===== src/rtl/ioctl_pkg.sv =====
// Shared types and constants for the ioctl upload responder.
// Holds the FSM state encoding and the fixed reply words used on error paths.
package ioctl_pkg;

  typedef enum logic [1:0] {
    ST_IDLE,
    ST_REQ,
    ST_RESP,
    ST_DRAIN
  } state_t;

  localparam logic [15:0] DIN_TIMEOUT      = 16'hDEAD;
  localparam logic [15:0] DIN_OUT_OF_RANGE = 16'hFFFF;

  function automatic logic [15:0] swap_bytes(input logic [15:0] d);
    return {d[7:0], d[15:8]};
  endfunction

endpackage


===== src/rtl/ioctl_upload_responder_if.sv =====
// Bundle of the hps_io ioctl read side and the backing-memory read port.
// slave = the responder; master = whoever drives ioctl and models memory.
interface ioctl_upload_responder_if #(
  parameter int ADDR_WIDTH = 15
);
  logic                  ioctl_upload;
  logic [7:0]            ioctl_index;
  logic                  ioctl_rd;
  logic [26:0]           ioctl_addr;
  logic [15:0]           ioctl_din;
  logic                  ioctl_wait;
  logic                  mem_rd;
  logic [ADDR_WIDTH-1:0] mem_addr;
  logic                  mem_waitReq;
  logic                  mem_valid;
  logic [15:0]           mem_dout;

  modport slave (
    input  ioctl_upload, ioctl_index, ioctl_rd, ioctl_addr,
    input  mem_waitReq, mem_valid, mem_dout,
    output ioctl_din, ioctl_wait, mem_rd, mem_addr
  );

  modport master (
    output ioctl_upload, ioctl_index, ioctl_rd, ioctl_addr,
    output mem_waitReq, mem_valid, mem_dout,
    input  ioctl_din, ioctl_wait, mem_rd, mem_addr
  );
endinterface


===== src/rtl/ioctl_upload_responder.sv =====
// Serves HPS upload reads (e.g. NVRAM save) from a 16-bit word memory,
// stalling hps_io with ioctl_wait until the data is ready or a timeout fires.
module ioctl_upload_responder
  import ioctl_pkg::*;
#(
  parameter logic [7:0] INDEX      = 8'h04,
  parameter int         ADDR_WIDTH = 15,
  parameter int         TIMEOUT    = 255,
  parameter bit         SWAP       = 1'b1
) (
  input  logic                     clk,
  input  logic                     rst,
  ioctl_upload_responder_if.slave  bus,
  output logic [15:0]              words,
  output logic                     err_timeout,
  output logic                     err_overrun
);

  localparam logic [15:0] TMO_LAST = 16'(TIMEOUT - 1);

  state_t                state_q, state_d;
  logic [15:0]           din_q, din_d;
  logic [ADDR_WIDTH-1:0] addr_q;
  logic [15:0]           cnt_q;
  logic                  active, active_q, rd_acc, out_of_range, tmo_hit;
  logic                  latch_addr, load_din, inc_words, set_tmo, set_ovr, wait_c;
  logic                  unused_addr_lsb;

  assign active          = bus.ioctl_upload && (bus.ioctl_index == INDEX);
  assign rd_acc          = active && bus.ioctl_rd;
  assign out_of_range    = |bus.ioctl_addr[26:ADDR_WIDTH+1];
  assign tmo_hit         = (cnt_q == TMO_LAST);
  assign unused_addr_lsb = bus.ioctl_addr[0];

  // NOTE: every signal gets a default before the case so no path leaves it
  // unassigned, which would otherwise infer a latch.
  always_comb begin
    state_d    = state_q;
    din_d      = din_q;
    latch_addr = 1'b0;
    load_din   = 1'b0;
    inc_words  = 1'b0;
    set_tmo    = 1'b0;
    set_ovr    = 1'b0;
    wait_c     = 1'b0;
    unique case (state_q)
      ST_IDLE: begin
        if (rd_acc) begin
          wait_c = 1'b1;
          if (out_of_range) begin
            load_din = 1'b1;
            din_d    = DIN_OUT_OF_RANGE;
          end else begin
            latch_addr = 1'b1;
            state_d    = ST_REQ;
          end
        end
      end
      ST_REQ: begin
        wait_c = 1'b1;
        if (!active) begin
          state_d = ST_IDLE;
        end else if (tmo_hit) begin
          // A request taken in the timeout cycle will still return data.
          load_din = 1'b1;
          din_d    = DIN_TIMEOUT;
          set_tmo  = 1'b1;
          state_d  = bus.mem_waitReq ? ST_IDLE : ST_DRAIN;
        end else if (!bus.mem_waitReq) begin
          state_d = ST_RESP;
        end
      end
      ST_RESP: begin
        wait_c = 1'b1;
        if (bus.mem_valid) begin
          if (active) begin
            load_din  = 1'b1;
            din_d     = SWAP ? swap_bytes(bus.mem_dout) : bus.mem_dout;
            inc_words = 1'b1;
          end
          state_d = ST_IDLE;
        end else if (!active) begin
          state_d = ST_DRAIN;
        end else if (tmo_hit) begin
          load_din = 1'b1;
          din_d    = DIN_TIMEOUT;
          set_tmo  = 1'b1;
          state_d  = ST_DRAIN;
        end
      end
      ST_DRAIN: begin
        if (bus.mem_valid) state_d = ST_IDLE;
      end
      default: state_d = ST_IDLE;
    endcase
    if (rd_acc && (state_q != ST_IDLE)) set_ovr = 1'b1;
  end

  // NOTE: sequential state uses non-blocking assignments so every register
  // samples pre-edge values regardless of block ordering.
  always_ff @(posedge clk or posedge rst) begin
    if (rst) state_q <= ST_IDLE;
    else     state_q <= state_d;
  end

  always_ff @(posedge clk or posedge rst) begin
    if (rst) begin
      din_q       <= '0;
      addr_q      <= '0;
      cnt_q       <= '0;
      words       <= '0;
      err_timeout <= 1'b0;
      err_overrun <= 1'b0;
      active_q    <= 1'b0;
    end else begin
      active_q <= active;
      if (load_din)   din_q  <= din_d;
      if (latch_addr) addr_q <= bus.ioctl_addr[ADDR_WIDTH:1];
      if (latch_addr)
        cnt_q <= '0;
      else if (state_q == ST_REQ || state_q == ST_RESP)
        cnt_q <= cnt_q + 16'd1;
      // New session clears status; a same-cycle error still gets recorded.
      if (active && !active_q) begin
        words       <= '0;
        err_timeout <= 1'b0;
        err_overrun <= 1'b0;
      end else if (inc_words) begin
        words <= words + 16'd1;
      end
      if (set_tmo) err_timeout <= 1'b1;
      if (set_ovr) err_overrun <= 1'b1;
    end
  end

  assign bus.ioctl_din  = din_q;
  assign bus.ioctl_wait = wait_c;
  assign bus.mem_rd     = (state_q == ST_REQ) && active;
  assign bus.mem_addr   = addr_q;

endmodule

===== src/flat_wrapper.sv =====
// flat-port wrapper written by rule: the top's interface ports become plain ports
module ioctl_upload_responder_flat import ioctl_pkg::*;
#(
  parameter logic [7:0] INDEX      = 8'h04,
  parameter int         ADDR_WIDTH = 15,
  parameter int         TIMEOUT    = 255,
  parameter bit         SWAP       = 1'b1
)
  (clk, rst, words, err_timeout, err_overrun, bus_ioctl_upload, bus_ioctl_index, bus_ioctl_rd, bus_ioctl_addr, bus_mem_waitReq, bus_mem_valid, bus_mem_dout, bus_ioctl_din, bus_ioctl_wait, bus_mem_rd, bus_mem_addr);
  ioctl_upload_responder_if #(.ADDR_WIDTH(ADDR_WIDTH)) bus_i ();
  input  logic clk;
  input  logic rst;
  output logic [15:0] words;
  output logic err_timeout;
  output logic err_overrun;
  input wire logic [$bits(bus_i.ioctl_upload)-1:0] bus_ioctl_upload;
  input wire logic [$bits(bus_i.ioctl_index)-1:0] bus_ioctl_index;
  input wire logic [$bits(bus_i.ioctl_rd)-1:0] bus_ioctl_rd;
  input wire logic [$bits(bus_i.ioctl_addr)-1:0] bus_ioctl_addr;
  input wire logic [$bits(bus_i.mem_waitReq)-1:0] bus_mem_waitReq;
  input wire logic [$bits(bus_i.mem_valid)-1:0] bus_mem_valid;
  input wire logic [$bits(bus_i.mem_dout)-1:0] bus_mem_dout;
  output wire logic [$bits(bus_i.ioctl_din)-1:0] bus_ioctl_din;
  output wire logic [$bits(bus_i.ioctl_wait)-1:0] bus_ioctl_wait;
  output wire logic [$bits(bus_i.mem_rd)-1:0] bus_mem_rd;
  output wire logic [$bits(bus_i.mem_addr)-1:0] bus_mem_addr;
  assign bus_i.ioctl_upload = bus_ioctl_upload;
  assign bus_i.ioctl_index = bus_ioctl_index;
  assign bus_i.ioctl_rd = bus_ioctl_rd;
  assign bus_i.ioctl_addr = bus_ioctl_addr;
  assign bus_i.mem_waitReq = bus_mem_waitReq;
  assign bus_i.mem_valid = bus_mem_valid;
  assign bus_i.mem_dout = bus_mem_dout;
  assign bus_ioctl_din = bus_i.ioctl_din;
  assign bus_ioctl_wait = bus_i.ioctl_wait;
  assign bus_mem_rd = bus_i.mem_rd;
  assign bus_mem_addr = bus_i.mem_addr;
  ioctl_upload_responder #(.INDEX(INDEX), .ADDR_WIDTH(ADDR_WIDTH), .TIMEOUT(TIMEOUT), .SWAP(SWAP)) u_core (.clk(clk), .rst(rst), .bus(bus_i), .words(words), .err_timeout(err_timeout), .err_overrun(err_overrun));
endmodule

===== config.mk =====
export PLATFORM = sky130hd
export DESIGN_NAME = ioctl_upload_responder_flat
export DESIGN_NICKNAME = d
export VERILOG_FILES = /design/src/rtl/ioctl_pkg.sv /design/src/rtl/ioctl_upload_responder_if.sv /design/src/rtl/ioctl_upload_responder.sv /design/src/flat_wrapper.sv
export SDC_FILE = /design/constraint.sdc
export NUM_CORES = 1
export LEC_CHECK = 0
export CAP_MARGIN = 10
export CORE_MARGIN = 2
export CORE_UTILIZATION = 35
export DETAILED_ROUTE_END_ITERATION = 8
export DONT_BUFFER_PORTS = 1
export PLACE_DENSITY = 0.5
export SLEW_MARGIN = 0
export SYNTH_ARGS = -nofsm -noshare
export SYNTH_HDL_FRONTEND = slang
export SYNTH_SLANG_ARGS = --single-unit

===== constraint.sdc =====
create_clock -name clk -period 3.04 [get_ports clk]
set_input_delay 0.608 -clock clk [delete_from_list [all_inputs] [get_ports clk]]
set_output_delay 0.608 -clock clk [all_outputs]
set_load 0.005 [all_outputs]

==> results by stage <==
Run status:
- The run finished with clean final reports.

CTS:
- The clock-pin transition on the worst setup and hold timing paths is 70 ps.
- The quantity of hold-fixing buffers added after cts is 0.
- After clock tree synthesis, the repair step resized 0 gates.
- TritonCTS built the clock tree.
- After clock tree synthesis, the setup repair step added 0 buffers.
- The number of clock buffers added by TritonCTS is 9.
- The H-tree was split into 3 levels.
- The cell chosen for the clock root is sky130_fd_sc_hd__clkbuf_8.
- The clock insertion delay at the later pin of the skew report is 340 ps.
- In this run the deepest clock path goes through 2 buffers.
- The number of sinks handled by clock tree synthesis is 68.

Logic synthesis:
- The number of standard cells after synthesis is 350.
- In the synthesized netlist, mux cells make up 5.49% of the area.
- The simple-gate area share of the yosys netlist is 17.0%.
- Summed over all instances, the cell type with the most area after synthesis is sky130_fd_sc_hd__dfrtp_1.
- Among all cell types in the netlist, the one instantiated most often is sky130_fd_sc_hd__dfrtp_1.
- Of the post-synthesis cell area, the dominant cell type holds 48.8%.
- Dividing the synthesized area by the synthesized cell count gives 9.97 sq um.
- Yosys printed 0 warnings.
- In this run, synthesis inferred 0 flip-flops with an integrated enable.
- In the post-synthesis netlist, the biggest area contributors are sky130_fd_sc_hd__dfrtp_1, sky130_fd_sc_hd__mux2_1, sky130_fd_sc_hd__a21oi_1.
- After synthesis, the most frequently instantiated cells are sky130_fd_sc_hd__dfrtp_1, sky130_fd_sc_hd__a21oi_1, sky130_fd_sc_hd__nand2_1.
- Of all flip-flops after synthesis, the portion carrying an async set or reset was 100%.
- The dominant combinational cell family by area after synthesis is simple AND/OR/NAND/NOR gates.
- Synthesis inferred 68 register bits.
- The area fraction in compound gates after synthesis is 16.0%.
- The fraction of the mapped netlist area in adder cells is 2.87%.
- Among all flip-flop cells after synthesis, the most frequent one is sky130_fd_sc_hd__dfrtp_1.
- The netlist uses 43 different library cells.
- When the netlist entered floorplanning its net count stood at 415.
- For this run, the register share of the synthesized area comes to 48.8%.
- In this run the cell area of the synthesized design comes to 3490 sq um.
- Of the total synthesized cell area, the portion taken by XOR and XNOR cells is 5.02%.

Drt:
- The average detailed-routed wire length per instance is 16.5 um.
- The final routed wirelength across all metal layers is 8150 um.
- Detailed routing placed a total of 506 um of wire on met3.
- The routed wire length on met2 is 3670 um.
- Using the TritonRoute via totals, the vias-per-cell ratio works out to 5.46.
- The top routing layer in use is met4.
- The total routed wire length on the met1 layer is 3820 um.
- The remaining number of nets flagged by the antenna check after routing is 0.
- The iteration count of the initial detailed-routing pass is 4.
- Detailed routing inserted a total of 2696 vias.
- The number of violations reported at the end of detailed-routing iteration 0 is 159.
- The residual DRC count is 0.

Floorplanning:
- The horizontal die dimension is 104 um.
- The core area is 9730 sq um.
- The placement row count is 36.
- The floorplan die height is 104 um.
- In this run the count of I/O pins placed on the die edge is 108.
- The initial core utilization is 35.9%.
- The die covers 10800 sq um.

Placed design:
- Timing analysis after detailed placement gives a worst setup slack of 201 ps.
- Input and output buffers added on the ports amount to 0.
- The HPWL after detailed placement is 5660 um.
- The number of placed instances, taps included, is 478.
- Routability-driven placement finished with a final weighted congestion of 0.753.
- After detailed placement, the total cell area comes to 3690 sq um.

Power and ir drop:
- The combinational fraction of design power is 29.4%.
- The static leakage is 0.00169 uW.
- The net switching power of the design is 1040 uW.
- The maximum ir drop on the vdd rail is 268 uV.
- In this run, the clock network consumes 25.6% of the power.
- The switching share of power is 35.1%.
- Registers are responsible for 44.9% of the overall power.
- Summing internal, switching and leakage power gives 2970 uW.
- For this design the ratio of total power to cell area is 762 nW/um^2.
- The internal cell power is 1920 uW.

Global routing:
- The initial antenna violation count was 0.
- The global-route wire length before repair is 13200 um.
- The number of global-route vias before repair was 2603.
- The largest net degree at the start of global routing is 69.
- The total global routing overflow is 0.
- Across every metal layer, demand over resource in global routing totals 15.3%.

Setup path:
- Of all nets on the critical path, the largest fanout is 4.
- For the worst setup path, the data arrival time is 2160 ps.
- The critical path endpoint category is a primary output.
- The data required time at the worst endpoint is 2430 ps.
- The critical path is of the in2out type.
- The category of the worst setup path launch point is an input pin.

STA:
- The worst pin sits at a relative slew slack of 41.2%.
- The worst path needs 2770 ps of the cycle, external delays included.
- The actual transition at the worst max-transition pin is 882 ps.
- The number of pins exceeding their max-slew limit in the final report was 0.
- The highest clock frequency the design can meet is 361 MHz.
- The post-route setup TNS is 0 ps.
- The setup violation total in the final timing report is 0.
- The worst path meets setup with 267 ps of slack.
- Setup repair after global routing left no endpoint under its margin.
- In the finished design, the share of the clock period the worst path needs comes to 91.2%.
- The hold violation count in the final report is 0.
- Across the routed clock network, the largest skew measured is 13.0 ps.

Final layout:
- From synthesis to final layout, the design area changed by 11.5%.
- The fraction of final layout cells sized beyond drive strength 1 is 9.70%.
- The final antenna diode count is 0.
- The non-filler instance count after layout is 494.
- In the final design database the tool counted 421 nets.
- The finished cells cover 3890 sq um.

Run:
- The number of violations of the max-capacitance limit is 0.

Hold path:
- The class of the tightest hold or removal check is in2reg.
==> routing by layer <==
| metal | vias to the layer above | global-route usage, % |
|---|---|---|
| met2 | 88 | 23.5 |
| li1 | 1271 | - |
| met5 | - | 0 |
| met3 | 12 | 3.78 |
| met1 | 1325 | 20.4 |
| met4 | 0 | 6.85 |
==> power groups by stage <==
stage | clock [uW] | combinational, uW | sequential [uW]
floorplan | 0 | 698 | 1290
global placement | 0 | 853 | 1350
detailed placement | 0 | 878 | 1340
CTS | 790 | 877 | 1330
global route | 839 | 993 | 1370
finish | 760 | 873 | 1330
==> registers in the layout, indices dropped and copies added, names as in the netlist <==
| name | count |
|---|---|
| u_core.err_overrun | 1 |
| u_core.active_q | 1 |
| u_core.cnt_q | 16 |
| u_core.bus.ioctl_din | 16 |
| u_core.words | 16 |
| u_core.state_q | 2 |
| u_core.bus.mem_addr | 15 |
| u_core.err_timeout | 1 |
==> cell families (layout without fill, tap and decap cells) <==
group / after synthesis / count (layout)
AND/OR/NAND/NOR: 114 / 114
multiplexers: 17 / 17
flip-flops: 68 / 68
AO/OA/AOI/OAI: 86 / 86
XOR/XNOR: 20 / 20
buffers and inverters: 37 / 48
adder cells (fa/ha/maj): 8 / 8
==> critical path, cell delays in order <==
cell                      delay [ps]
sky130_fd_sc_hd__or4b_4          540
sky130_fd_sc_hd__or4_1           480
sky130_fd_sc_hd__or2_1           260
sky130_fd_sc_hd__a21oi_1         280
==> metrics by stage <==
| stage | hold WS (ps) | utilization, % |
|---|---|---|
| 3_5_place_dp | 504 | 37.9 |
| 5_1_grt | 384 | 40.0 |
| 3_3_place_gp | 503 | 37.9 |
| 2_1_floorplan | 483 | - |
| 4_1_cts | 385 | 40.0 |
| 6_report | 407 | 40.0 |
==> layout by cell type, fill, tap and decap left out, drive strengths merged, types with 4 or more instances in the layout <==
cell    instances
xor2           11
mux2           17
nor3            6
and3            4
ha              8
nand4          14
nor2           25
buf            14
inv            17
or3             8
nand2          28
o31ai           4
a22o            7
a41oi          11
o21ai          23
a21oi          31
dfrtp          68
nand3          10
clkbuf         12
xnor2           9
==> area by class of cell <==
cell class | instances | area, sq um
inverters | 18 | 68.8
multi-input cells | 245 | 1620
clock buffers | 12 | 155
fillers | 977 | 5840
flip-flops and latches | 68 | 1700
clock inverters | 4 | 47.5
repair buffers | 14 | 130
well taps | 133 | 166
==> path summary, 6_finish.rpt <==
path / cells after the start / to / slack [ps] / start
setup / recovery: 4 / bus_ioctl_wait / 270 / bus_ioctl_index[4]
hold / removal: 1 / u_core.bus.mem_addr[10] / 410 / bus_ioctl_addr[11]
setup reg to reg: 7 / u_core.bus.ioctl_din[7] / 720 / u_core.state_q[0]
hold reg to reg: 1 / u_core.bus.mem_addr[8] / 520 / u_core.bus.mem_addr[8]
max in group asynchronous: 2 / u_core.bus.mem_addr[3] / 2050 / rst
min in group asynchronous: 2 / u_core.bus.mem_addr[0] / 430 / rst
Note: power is estimated with default switching activity, not from simulation.
